$ cat config.mk
export PLATFORM = sky130hd
export DESIGN_NAME = pipe_ctrl
export DESIGN_NICKNAME = d
export VERILOG_FILES = /design/src/rtl/y86_pkg.sv /design/src/rtl/hazard_detect.sv /design/src/rtl/pipe_ctrl.sv
export SDC_FILE = /design/constraint.sdc
export NUM_CORES = 1
export LEC_CHECK = 0
export BUFFER_PORTS_ARGS = -buffer_cell sky130_fd_sc_hd__buf_4
export CAP_MARGIN = 20
export CORE_AREA = 2 2 166 168
export CTS_BUF_LIST = sky130_fd_sc_hd__clkbuf_8 sky130_fd_sc_hd__clkbuf_16
export CTS_CLUSTER_DIAMETER = 120
export DETAILED_ROUTE_END_ITERATION = 6
export DIE_AREA = 0 0 168 170
export MAX_ROUTING_LAYER = met4
export PLACE_DENSITY = 0.55
export SETUP_SLACK_MARGIN = 0.2
export SYNTH_ARGS = -nofsm -noshare
export SYNTH_HDL_FRONTEND = slang
export SYNTH_HIERARCHICAL = 1
export SYNTH_SLANG_ARGS = --single-unit
$ cat constraint.sdc
create_clock -name clk -period 4.02 [get_ports clk]
set_input_delay 0.402 -clock clk [delete_from_list [all_inputs] [get_ports clk]]
set_output_delay 0.402 -clock clk [all_outputs]
set_load 0.05 [all_outputs]
$ cat src/rtl/y86_pkg.sv
// Shared Y86-64 encodings: instruction codes, status codes, register "none" and controller states.
package y86_pkg;

  localparam logic [3:0] IHALT   = 4'h0;
  localparam logic [3:0] INOP    = 4'h1;
  localparam logic [3:0] IMRMOVQ = 4'h5;
  localparam logic [3:0] IJXX    = 4'h7;
  localparam logic [3:0] IRET    = 4'h9;
  localparam logic [3:0] IPOPQ   = 4'hB;

  localparam logic [2:0] SBUB = 3'd0;
  localparam logic [2:0] SAOK = 3'd1;
  localparam logic [2:0] SHLT = 3'd2;
  localparam logic [2:0] SADR = 3'd3;
  localparam logic [2:0] SINS = 3'd4;

  localparam logic [3:0] RNONE = 4'hF;

  typedef enum logic {RUN = 1'b0, HALTED = 1'b1} state_e;

  // A status that must stop the machine once it retires.
  function automatic logic is_exc(input logic [2:0] s);
    return (s == SHLT) || (s == SADR) || (s == SINS);
  endfunction

endpackage

$ cat src/rtl/hazard_detect.sv
// Combinational hazard terms for the five-stage pipeline: load/use, pending ret, branch mispredict.
module hazard_detect
  import y86_pkg::*;
(
  input  logic [3:0] D_icode,
  input  logic [3:0] d_srcA,
  input  logic [3:0] d_srcB,
  input  logic [3:0] E_icode,
  input  logic [3:0] E_dstM,
  input  logic       e_Cnd,
  input  logic [3:0] M_icode,
  output logic       load_use,
  output logic       ret_pend,
  output logic       mispred
);

  always_comb begin
    load_use = ((E_icode == IMRMOVQ) || (E_icode == IPOPQ)) &&
               (E_dstM != RNONE) &&
               ((E_dstM == d_srcA) || (E_dstM == d_srcB));
    ret_pend = (D_icode == IRET) || (E_icode == IRET) || (M_icode == IRET);
    mispred  = (E_icode == IJXX) && !e_Cnd;
  end

endmodule

$ cat src/rtl/pipe_ctrl.sv
// Pipeline stall/bubble controller with RUN/HALTED sequencing and performance counters.
module pipe_ctrl
  import y86_pkg::*;
#(
  parameter int CNT_W = 32
) (
  input  logic             clk,
  input  logic             reset,
  input  logic [3:0]       D_icode,
  input  logic [3:0]       d_srcA,
  input  logic [3:0]       d_srcB,
  input  logic [3:0]       E_icode,
  input  logic [3:0]       E_dstM,
  input  logic             e_Cnd,
  input  logic [3:0]       M_icode,
  input  logic [2:0]       m_stat,
  input  logic [2:0]       W_stat,
  output logic             F_stall,
  output logic             D_stall,
  output logic             D_bubble,
  output logic             E_bubble,
  output logic             M_bubble,
  output logic             W_stall,
  output logic             halted,
  output logic [2:0]       cpu_stat,
  output logic [CNT_W-1:0] cyc_cnt,
  output logic [CNT_W-1:0] ret_cnt,
  output logic [CNT_W-1:0] lu_cnt,
  output logic [CNT_W-1:0] mp_cnt,
  output logic [CNT_W-1:0] rs_cnt
);

  logic load_use, ret_pend, mispred;

  state_e           state_q, state_d;
  logic             halted_q, halted_d;
  logic [2:0]       cpu_stat_q, cpu_stat_d;
  logic [CNT_W-1:0] cyc_q, cyc_d, ret_q, ret_d, lu_q, lu_d, mp_q, mp_d, rs_q, rs_d;

  hazard_detect u_hazard (
    .D_icode  (D_icode),
    .d_srcA   (d_srcA),
    .d_srcB   (d_srcB),
    .E_icode  (E_icode),
    .E_dstM   (E_dstM),
    .e_Cnd    (e_Cnd),
    .M_icode  (M_icode),
    .load_use (load_use),
    .ret_pend (ret_pend),
    .mispred  (mispred)
  );

  // Reset forces the RUN equations even if the state register still says HALTED.
  always_comb begin
    if ((state_q == HALTED) && !reset) begin
      F_stall  = 1'b1;
      D_stall  = 1'b1;
      D_bubble = 1'b0;
      E_bubble = 1'b1;
      M_bubble = 1'b1;
      W_stall  = 1'b1;
    end else begin
      F_stall  = load_use || ret_pend;
      D_stall  = load_use;
      // load_use keeps the D instruction, so a bubble must never coincide with the stall
      D_bubble = (mispred || ret_pend) && !load_use;
      E_bubble = mispred || load_use;
      M_bubble = is_exc(m_stat) || is_exc(W_stat);
      W_stall  = is_exc(W_stat);
    end
  end

  always_comb begin
    state_d    = state_q;
    halted_d   = halted_q;
    cpu_stat_d = cpu_stat_q;
    cyc_d      = cyc_q;
    ret_d      = ret_q;
    lu_d       = lu_q;
    mp_d       = mp_q;
    rs_d       = rs_q;
    case (state_q)
      RUN: begin
        cyc_d = cyc_q + CNT_W'(1);
        if (W_stat == SAOK) ret_d = ret_q + CNT_W'(1);
        else                ret_d = ret_q;
        if (load_use) lu_d = lu_q + CNT_W'(1);
        else          lu_d = lu_q;
        if (mispred) mp_d = mp_q + CNT_W'(1);
        else         mp_d = mp_q;
        if (ret_pend && !load_use) rs_d = rs_q + CNT_W'(1);
        else                       rs_d = rs_q;
        if (is_exc(W_stat)) begin
          state_d    = HALTED;
          halted_d   = 1'b1;
          cpu_stat_d = W_stat;
        end else begin
          state_d    = RUN;
          halted_d   = 1'b0;
          cpu_stat_d = SAOK;
        end
      end
      HALTED: begin
        state_d  = HALTED;
        halted_d = 1'b1;
      end
      default: begin
        state_d    = RUN;
        halted_d   = 1'b0;
        cpu_stat_d = SAOK;
      end
    endcase
  end

  // State, status latch and counters.
  always_ff @(posedge clk) begin
    if (reset) begin
      state_q    <= RUN;
      halted_q   <= 1'b0;
      cpu_stat_q <= SAOK;
      cyc_q      <= '0;
      ret_q      <= '0;
      lu_q       <= '0;
      mp_q       <= '0;
      rs_q       <= '0;
    end else begin
      state_q    <= state_d;
      halted_q   <= halted_d;
      cpu_stat_q <= cpu_stat_d;
      cyc_q      <= cyc_d;
      ret_q      <= ret_d;
      lu_q       <= lu_d;
      mp_q       <= mp_d;
      rs_q       <= rs_d;
    end
  end

  assign halted   = halted_q;
  assign cpu_stat = cpu_stat_q;
  assign cyc_cnt  = cyc_q;
  assign ret_cnt  = ret_q;
  assign lu_cnt   = lu_q;
  assign mp_cnt   = mp_q;
  assign rs_cnt   = rs_q;

endmodule

After elaboration in Yosys (flattened, before gate mapping):

Index checks and enable logic that the tools add are counted.

* register bits: 164
* input port bits: 33
* logic and storage cells: 63

* add/sub/neg operators: 5
* equality and inequality tests: 16
* muxes and demuxes: 9
* bitwise gates (word level): 1
* reductions and logical operators: 25

Operators by type and width (count)
* 32-bit by 1-bit adder with 32-bit output (second input constant): 5
* 4-bit == test (second input constant): 4
* 3-bit by 2-bit == test with 1-bit output (second input constant): 4
* 1-bit logical OR: 12
* 4-bit by 3-bit == test with 1-bit output (second input constant): 2
* 4-bit == test: 2
* 2-bit AND reduction: 4
* 1-bit 2-to-1 mux: 7
* 3-bit == test (second input constant): 2
* 1-bit logical AND: 6
* 4-bit != test (second input constant): 1
* 3-bit by 1-bit == test with 1-bit output (second input constant): 1
* 1-bit zero test: 3
* 3-bit 2-to-1 mux: 1
* 1-bit case mux with 2 select lines: 1
* 1-bit inverter: 1

Depth between registers and ports, before layout:

Gate-level depths: netlist (run 1).

* depth in word-level cells: 7
* depth in mapped cells: 9
* gate-level depth less buffers: 7

Hierarchy:

The synthesis (run 1) kept the hierarchy.

Modules (own cells, without submodules)
* pipe_ctrl: times used 1, cells an instance 909, area an instance 7770.0 um^2, sequential area each 3283.1 um^2
* hazard_detect: times used 1, cells an instance 21, area an instance 170.2 um^2, sequential area each 0.0 um^2

Worst setup path after synthesis (run 1):

OpenSTA, ideal clock, no wires.

* path type: register to output
* from: register halted (netlist name)
* to: output M_bubble
* arrival: 2.954 ns
* slack: 0.664 ns
* stages on the path, launching flop included: 6
* path buffers: 2
* cell sequence: dfxtp_1 buf_4 clkbuf_1 inv_1 o21ai_0 a211o_1

RTL lines
* to (decl): RTL line pipe_ctrl.sv:22 `output logic M_bubble,`

Worst setup path in the final report (run 1):

* from: input E_dstM[0]
* to: register lu_q[28] (netlist: lu_cnt[28])

* cells in the longest elaborated chain, start to end: 4
* elaborated cells between the ends (all ways): 7
* classes of those cells: 3 x eq/ne; 4 x reduce/logical

RTL lines
* from (decl): RTL line pipe_ctrl.sv:13 `input logic [3:0] E_dstM,`
* 4-bit != test / 4-bit == test (equally long branches): RTL line hazard_detect.sv:19, hazard_detect.sv:20
* 1-bit logical AND / 1-bit logical OR (equally long branches): RTL line hazard_detect.sv:18, hazard_detect.sv:20
* 1-bit logical AND (*): RTL line hazard_detect.sv:19 `(E_dstM != RNONE) &&`
* via load_use: RTL line pipe_ctrl.sv:33 `logic load_use, ret_pend, mispred;`
* 2-bit AND reduction (no line) (*)
* to (signal assigned): RTL line pipe_ctrl.sv:132 `lu_q <= lu_d;`
* to (decl): RTL line pipe_ctrl.sv:38 `logic [CNT_W-1:0] cyc_q, cyc_d, ret_q, ret_d, lu_q, lu_d, mp_q, mp_d, rs_q, rs_d;`

Mark *: on every way through the listed nets, which the timed path passes. The rest lies on a longest branch.
A chain may end at the register's enable or synchronous reset.

==> impl_metrics.toml, run 1 <==
[final_layout]
layout_commonest_cell = "buf_4"
drive_above_1_share_pct = 22.81
final_util_pct = 38.56
diodes = 0
nets = 1134
final_cell_mix = "buf_4 (205), dfxtp_1 (164), a21oi_1 (108)"
syn2layout_area_growth_pct = 29.44
fillers = 2733

[hold_path]
min_to = "cpu_stat[0]$_SDFFE_PP1N_"
whs_path_depth = 3
hold_path_startpoint = "W_stat[0]"
min_path_type = "input port to flip-flop"

[timing]
setup-violations-final = 0
hold_viol = 0
clock.fmax_ghz = 0.3851
fin_hold_ws_ns = 0.2381
min_period_over_period_pct = 64.60
rsz0062_at_grt = "no"
layout_min_cycle_time_ns = 2.597
finalWorstSetupSlack_ns = 1.423
drv_slew = 0
slew_headroom_pct = 47.92
setup_tns_ns = 0
skew_ns = 0.01676
tightestPinTransition_ns = 0.7788

[setup_path]
path_buf_inv = 1
critPathKind = "input port to flip-flop"
slowest_stage = "or4_1"
worstPathArrival_ns = 2.94
required_ns = 4.37
critPathMaxStageDelay_ns = 0.61
r2r_slack_ns = 1.46
startpoint_type = "input port"
r2r_end = "ret_cnt[31]$_SDFFE_PP0P_"
reg2reg_from = "halted$_SDFF_PP0_"
endpoint_kind = "flip-flop"
r2r_cells = 5
path_max_fanout = 13
crit_chain = "buf_4 > xnor2_1 > nand4_1 > a21oi_1 > and3b_1 > nand4_1 > or4_1 > a21oi_1"
crit_family = "simple AND/OR/NAND/NOR gates"

[yosys]
synth_edf_count = 0
ys_seq_elements = 164
synth_top_area_share_pct = 41.35
synth_compound_area_share_pct = 16.04
yosys_most_used_dff = "dfxtp_1"
yosys.area.top_type = "dfxtp_1"
yosys_warnings = 6
synthAdderAreaFrac_pct = 0.7879
yosys-mux-area-fraction_pct = 1.308
synthSimpleGateAreaFrac_pct = 30.21
yosys.area_share.xor_xnor_pct = 6.177
synth_fp_nets = 968
synth_cell_types = 49
synth_area_leaders = "dfxtp_1 (41%), or4_1 (7.3%), o31ai_1 (7.0%), a21oi_1 (6.8%), nand4_1 (3.5%)"
avgSynthCellArea_um2 = 8.538
synth_top_family_by_area = "simple AND/OR/NAND/NOR gates"
synthArstFlopShare_pct = 0
synthesis.area_mm2 = 0.007940
yosysSeqAreaShare_pct = 41.35
netlist_instances = 930

[power]
ir_drop_uv = 200.7
p_leak_nw = 3.671
powerDensity_mw_per_mm2 = 338.0
intPower_mw = 2.608
p_switching_mw = 0.8653
clockPowerShare_pct = 47.4
switching_share_pct = 24.91
p_seq_share_pct = 47.3
comb_power_share_pct = 5.3

[global_routing]
grtUsageTotal_pct = 15.62
grt_pass1_wl_mm = 35.81
grt_max_degree = 117
antenna_found_initial = 0
overflow = 0
grt_pass1_vias = 6980

[run_status]
status = "complete, no violations"

[cts]
root_buffer = "clkbuf_16"
post_cts_buffers = 0
worstSkewPairLatency_ns = 0.42
ctsResizeCount = 0
cts_hold_buf = 0
clock_sinks = 164
clk_pin_slew_ns = 0.07
htreeDepth = 4
cts_tree = "done"
cts_max_path_buffers = 2
cts_inserted_buffers = 17

[floorplanning]
die_x_um = 168
rows = 60
fp.coreArea_mm2 = 0.02665
initial_core_util_pct = 29.79
pin_count = 203
dieArea_mm2 = 0.02856
fp.dieH_um = 170

[detailed_routing]
num_vias = 7724
drt_wl_total_mm = 22.09
vias_per_cell = 5.327
drc = 0
wl_per_cell_um = 15.23
first_pass_iters = 6
detail-route-antenna-nets = 0
drt-initial-drc-count = 479

[place]
place_ws_ns = 0.9956
numPortBuffers = 202
dpl.hpwl_mm = 15.31
gp_congestion = 0.7642

[job]
cap_violations = 0
-- cell usage after synthesis, types with 4 or more instances --
master and n:
dfxtp_1 164, and2_1 7, and4_1 23, and3_1 7, xnor2_1 25, xor2_1 31, buf_1 4, nor2_1 65
nand4_1 44, buf_2 4, nand2_1 51, o31ai_1 74, clkbuf_1 48, ha_1 5, or4_1 77, nor4_1 6
nor2b_1 5, mux2i_1 7, o21ai_0 31, or3_1 33, inv_1 22, nand3_1 49, a21oi_1 108
-- registers in the layout, summed over array words and instances (netlist names) --
register / count
ret_cnt: 32
cpu_stat: 3
lu_cnt: 32
cyc_cnt: 32
halted: 1
mp_cnt: 32
rs_cnt: 32
-- per-stage QoR --
stage / power [mW] / cells / instance area, µm²
floorplan: 1.793 / 930 / 7940
global placement: 1.867 / 1418 / 9681
detailed placement: 1.868 / 1418 / 9681
CTS: 3.538 / 1450 / 10280
global route: 3.613 / 1450 / 10280
finish: 3.474 / 1450 / 10280
-- worst register-to-register path, cell delays in order (launching register included) --
cell and delay, ns:
dfxtp_1 0.29, buf_4 0.21, nor4b_4 0.74, nand4_1 0.51, or4_1 0.61, a21oi_1 0.14
-- kinds of logic after synthesis --
| family | count (synthesis) |
|---|---|
| XOR/XNOR | 56 |
| flip-flops | 164 |
| multiplexers | 10 |
| AND/OR/NAND/NOR | 398 |
| adder cells (fa/ha/maj) | 5 |
| buffers and inverters | 81 |
| AO/OA/AOI/OAI | 216 |
-- per-layer routing --
metal | vias up | GRT usage, % | part of all wire (%)
li1 | 3850 | - | -
met1 | 3679 | 20.57 | 48
met2 | 179 | 24.45 | 46
met3 | 16 | 3.233 | 4.8
met4 | 0 | 4.121 | 1.1
met5 | - | - | 0
-- how the worst max path moves through the flow --
stage	startpoint	to	slack, ns	cells past startpoint
after floorplan	halted$_SDFF_PP0_	M_bubble	0.66	5
after global placement	E_dstM[0]	lu_cnt[28]$_SDFFE_PP0P_	1.06	8
after detailed placement	E_dstM[0]	lu_cnt[28]$_SDFFE_PP0P_	1.0	8
after CTS	halted$_SDFF_PP0_	ret_cnt[31]$_SDFFE_PP0P_	1.45	5
after global routing	E_dstM[2]	lu_cnt[28]$_SDFFE_PP0P_	1.18	8
final	E_dstM[0]	lu_cnt[28]$_SDFFE_PP0P_	1.42	8
-- power by group through the flow --
stage / registers, mW / logic (mW) / clock network, mW
after floorplan: 1.71 / 0.0876 / 0
after global placement: 1.68 / 0.188 / 0
after detailed placement: 1.68 / 0.189 / 0
after CTS: 1.64 / 0.189 / 1.71
after global routing: 1.64 / 0.199 / 1.77
final: 1.64 / 0.185 / 1.65
-- final cells by class --
class	count	area (µm²)	area share (%)
clock buffers	19	452.9	4.407
multi-input cells	685	4329	42.12
inverters	22	82.58	0.8035
well taps	341	426.7	4.151
repair buffers	206	1559	15.17
flip-flops and latches	164	3283	31.95
clock inverters	13	143.9	1.400
Power figures use the tool's default switching activity.
==> run 2: changes to the inputs <==
==> constraint.sdc (replaced) <==
create_clock -name clk -period 2.65 [get_ports clk]
set_input_delay 0.265 -clock clk [delete_from_list [all_inputs] [get_ports clk]]
set_output_delay 0.265 -clock clk [all_outputs]
set_load 0.05 [all_outputs]
==> run 2 against run 1 <==
  * Core utilization rose by 0.79 points
  * Die area stayed put
  * Routed wire length up 6.0%
  * First-iteration DRC count decreased by 6.7%
  * Non-clock buffer count up 21
  * Combinational power grew 64%
  * Sequential share of layout area fell by 0.62 points
  * Cell area rose by 2.0%
  * Clock power is 58% higher
  * Sequential power grew 52%
==> impl_metrics.toml, run 2 (synthesized netlist as in run 1, its figures left out) <==
[run_status]
status = "complete, no violations"

[timing]
layout_min_cycle_time_ns = 2.189
skew_ns = 0.01135
hold_viol = 0
setup-violations-final = 0
rsz0062_at_grt = "no"
finalWorstSetupSlack_ns = 0.4606
min_period_over_period_pct = 82.62
tightestPinTransition_ns = 0.5768
slew_headroom_pct = 61.43
drv_slew = 0
clock.fmax_ghz = 0.4568
setup_tns_ns = 0

[global_routing]
grt_pass1_wl_mm = 37.81
antenna_found_initial = 0
grtUsageTotal_pct = 16.63
overflow = 0
grt_pass1_vias = 7200
grt_max_degree = 76

[cts]
clk_pin_slew_ns = 0.07
ctsResizeCount = 0
clock_sinks = 164
cts_max_path_buffers = 2
cts_inserted_buffers = 17
root_buffer = "clkbuf_16"
cts_tree = "done"
htreeDepth = 4
post_cts_buffers = 0
cts_hold_buf = 0
worstSkewPairLatency_ns = 0.41

[setup_path]
startpoint_type = "flip-flop"
critPathMaxStageDelay_ns = 0.59
critPathKind = "flip-flop to flip-flop"
required_ns = 2.99
slowest_stage = "or4_1"
endpoint_kind = "flip-flop"
worstPathArrival_ns = 2.53
crit_family = "simple AND/OR/NAND/NOR gates"
crit_chain = "buf_4 > nor4b_4 > nand2_1 > or4_1 > a21oi_1"
path_buf_inv = 1
path_max_fanout = 13

[detailed_routing]
vias_per_cell = 5.279
first_pass_iters = 4
drc = 0
detail-route-antenna-nets = 0
drt_wl_total_mm = 23.40
num_vias = 7766
drt-initial-drc-count = 447
wl_per_cell_um = 15.91

[final_layout]
nets = 1155
final_util_pct = 39.35
layout_commonest_cell = "buf_4"
drive_above_1_share_pct = 24.51
syn2layout_area_growth_pct = 32.08
diodes = 0
final_cell_mix = "buf_4 (224), dfxtp_1 (162), a21oi_1 (108)"

[place]
dpl.hpwl_mm = 16.44
gp_congestion = 0.7691
numPortBuffers = 202
place_ws_ns = 0.06159

[floorplanning]
die_x_um = 168
pin_count = 203
initial_core_util_pct = 29.79
fp.dieH_um = 170
dieArea_mm2 = 0.02856
fp.coreArea_mm2 = 0.02665
rows = 60

[power]
p_seq_share_pct = 46.1
total_power_mw = 5.405
p_switching_mw = 1.337
p_leak_nw = 3.788
powerDensity_mw_per_mm2 = 515.4
comb_power_share_pct = 5.6
intPower_mw = 4.068
switching_share_pct = 24.73
ir_drop_uv = 413.8
clockPowerShare_pct = 48.3

[hold_path]
min_path_type = "input port to flip-flop"

[job]
cap_violations = 0
==> run 2: area by class of cell <==
| class | instances | area (µm²) |
|---|---|---|
| repair buffers | 227 | 1742 |
| well taps | 341 | 426.7 |
| multi-input cells | 685 | 4340 |
| clock buffers | 19 | 452.9 |
| clock inverters | 13 | 157.7 |
| flip-flops and latches | 164 | 3286 |
| inverters | 22 | 82.58 |
| fillers | 2730 | 16160 |
==> run 2: layer usage <==
layer	wire, µm	up-vias	GRT usage, %
li1	-	3912	-
met1	11560	3677	22.53
met2	10680	170	25.66
met3	991	7	3.419
met4	169	0	3.516
met5	0	-	-
==> run 2: path summary, 6_finish.rpt <==
check / end / startpoint / cells past startpoint / slack [ns]
max: ret_cnt[12]$_SDFFE_PP0P_ / halted$_SDFF_PP0_ / 5 / 0.46
min: cpu_stat[0]$_SDFFE_PP1N_ / W_stat[0] / 3 / 0.09
max reg2reg: ret_cnt[12]$_SDFFE_PP0P_ / halted$_SDFF_PP0_ / 5 / 0.46
min reg2reg: cpu_stat[0]$_SDFFE_PP1N_ / cpu_stat[0]$_SDFFE_PP1N_ / 2 / 0.48
==> run 2: worst min-delay path: cells and delay by family <==
family,cells,cell delay (ns)
mux,1,0.06
simple gates,1,0.06
buf+inv,1,0.09
==> run 2: through the flow <==
| stage | hold slack [ns] | instances | area, µm² |
|---|---|---|---|
| after CTS | 0.07106 | 1471 | 10490 |
| after global placement | 0.4624 | 1439 | 9877 |
| after detailed placement | 0.4667 | 1439 | 9877 |
| after global routing | 0.08084 | 1471 | 10490 |
| final | 0.08885 | 1471 | 10490 |
| after floorplan | 0.3895 | 930 | 7954 |
==> run 2: power by group through the flow <==
stage          registers, mW  clock network [mW]  logic [mW]
2_1_floorplan           2.59                   0       0.136
3_3_place_gp            2.55                   0       0.308
3_5_place_dp            2.55                   0       0.309
4_1_cts                 2.49                2.70       0.310
5_1_grt                 2.49                2.80       0.326
6_report                2.49                2.61       0.304
==> run 3: changes to the inputs <==
==> constraint.sdc (replaced) <==
create_clock -name clk -period 2.05 [get_ports clk]
set_input_delay 0.205 -clock clk [delete_from_list [all_inputs] [get_ports clk]]
set_output_delay 0.205 -clock clk [all_outputs]
set_load 0.05 [all_outputs]
==> run 3 against run 2 <==
  * Global-route usage increased by 0.74 points
  * Fmax increased by 15%
  * Sequential share of layout area decreased by 1.7 points
  * Cell area increased by 14%
  * Total power increased by 29%
  * Critical path depth decreased by 1
  * Clock power increased by 29%
  * Critical path type unchanged
  * Largest power group unchanged
==> impl_metrics.toml, run 3 (synthesized netlist as in run 1, its figures left out) <==
[cts]
cts_hold_buf = 0
cts_tree = "done"
cts_inserted_buffers = 17
clk_pin_slew_ns = 0.08
clock_sinks = 164
root_buffer = "clkbuf_16"
cts_max_path_buffers = 2
htreeDepth = 4
worstSkewPairLatency_ns = 0.43

[global_routing]
overflow = 0
grt_max_degree = 84
grt_pass1_vias = 7650
antenna_found_initial = 0
grt_pass1_wl_mm = 39.68
grtUsageTotal_pct = 17.37

[setup_path]
startpoint_type = "flip-flop"
required_ns = 2.41
cp-startpoint = "rs_cnt[20]$_SDFFE_PP0P_"
r2r_end = "rs_cnt[30]$_SDFFE_PP0P_"
reg2reg_from = "rs_cnt[20]$_SDFFE_PP0P_"
r2r_slack_ns = 0.15
worstPathArrival_ns = 2.27
endpoint_kind = "flip-flop"
r2r_cells = 4
path_max_fanout = 6
critPathKind = "flip-flop to flip-flop"

[detailed_routing]
num_vias = 8258
drc = 0
drt-initial-drc-count = 334
wl_per_cell_um = 16.26
detail-route-antenna-nets = 0
vias_per_cell = 5.321
first_pass_iters = 4
drt_wl_total_mm = 25.24

[floorplanning]
fp.dieH_um = 170
die_x_um = 168
initial_core_util_pct = 29.79
rows = 60
fp.coreArea_mm2 = 0.02665
dieArea_mm2 = 0.02856
pin_count = 203

[timing]
drv_slew = 0
clock.fmax_ghz = 0.5255
setup-violations-final = 0
rsz0062_at_grt = "yes"
tightestPinTransition_ns = 0.4589
layout_min_cycle_time_ns = 1.903
hold_viol = 0
setup_tns_ns = 0
fin_hold_ws_ns = 0.04311
skew_ns = 0.01551
min_period_over_period_pct = 92.83
slew_headroom_pct = 69.41

[power]
p_leak_nw = 4.426
ir_drop_uv = 470.9
powerDensity_mw_per_mm2 = 582.8

[final_layout]
diodes = 0
syn2layout_area_growth_pct = 50.65
final_util_pct = 44.88
instances_no_fill = 1552
final_cell_mix = "buf_4 (283), a21oi_1 (80), dfxtp_2 (72)"
nets = 1236
layout_commonest_cell = "buf_4"
drive_above_1_share_pct = 46.41

[place]
gp_congestion = 0.7516
dpl.hpwl_mm = 16.54
numPortBuffers = 202
dp.cells = 1476

[job]
cap_violations = 0

[run_status]
status = "complete, no violations"

[hold_path]
min_path_type = "input port to flip-flop"
whs_path_depth = 3
min_to = "cpu_stat[0]$_SDFFE_PP1N_"
hold_path_startpoint = "W_stat[0]"
-- run 3: cell count changes in the layout (fill, tap and decap cells not counted), sizes merged --
cell	previous run	this run
bufbuf	0	1
clkbuf	19	17
buf	227	304
or4	80	83
bufinv	2	3
inv	31	29
clkinv	2	5
-- run 3: final cells by class --
| class | count | area [µm²] |
|---|---|---|
| Clock buffer | 17 | 425.4 |
| Clock inverter | 15 | 180.2 |
| Fill cell | 2599 | 14690 |
| Inverter | 22 | 85.08 |
| Multi-Input combinational cell | 688 | 4867 |
| Sequential cell | 164 | 3546 |
| Tap cell | 341 | 426.7 |
| Timing Repair Buffer | 305 | 2431 |
-- run 3: how the worst max path moves through the flow --
stage / to / slack, ns / cells after the start
2_1_floorplan: cyc_cnt[22]$_SDFFE_PP0N_ / -0.02 / 7
3_3_place_gp: lu_cnt[17]$_SDFFE_PP0P_ / -0.28 / 9
3_5_place_dp: lu_cnt[31]$_SDFFE_PP0P_ / -0.36 / 9
4_1_cts: rs_cnt[11]$_SDFFE_PP0P_ / 0.14 / 7
5_1_grt: lu_cnt[23]$_SDFFE_PP0P_ / 0.05 / 8
6_report: rs_cnt[30]$_SDFFE_PP0P_ / 0.15 / 4
-- run 3: worst max-delay path, cell delays in order, from the launching register on --
cell     delay, ns
dfxtp_4       0.37
nand4_1       0.21
or4_4         0.63
or4_4         0.50
a21oi_2       0.14
-- run 3: timing repair --
item / CTS / global route
resized for setup: 19 / 94
pin swaps: 20 / 59
endpoints found under the setup margin: 84 / 84
buffers inserted: 21 / 16
gates cloned: 3 / 4
-- run 3: per-stage QoR --
stage	instance area [µm²]	worst slack, ns	total power, mW
finish	11960	0.1471	6.971
global route	11960	0.05476	7.240
CTS	11400	0.1442	7.057
detailed placement	10500	-0.3610	3.650
global placement	10500	-0.2803	3.645
floorplan	8357	-0.01628	3.477
-- run 3: power breakdown --
part	switching (mW)	total, mW	internal, mW
registers	0.0242	3.17	3.15
clock network	1.42	3.36	1.94
logic	0.266	0.443	0.177
-- run 3: metal layers --
layer / up-vias / GRT usage [%] / wire [µm]
li1: 4063 / - / -
met1: 3985 / 21.68 / 11480
met2: 194 / 28.39 / 12100
met3: 16 / 3.860 / 1377
met4: 0 / 4.764 / 289
met5: - / - / 0
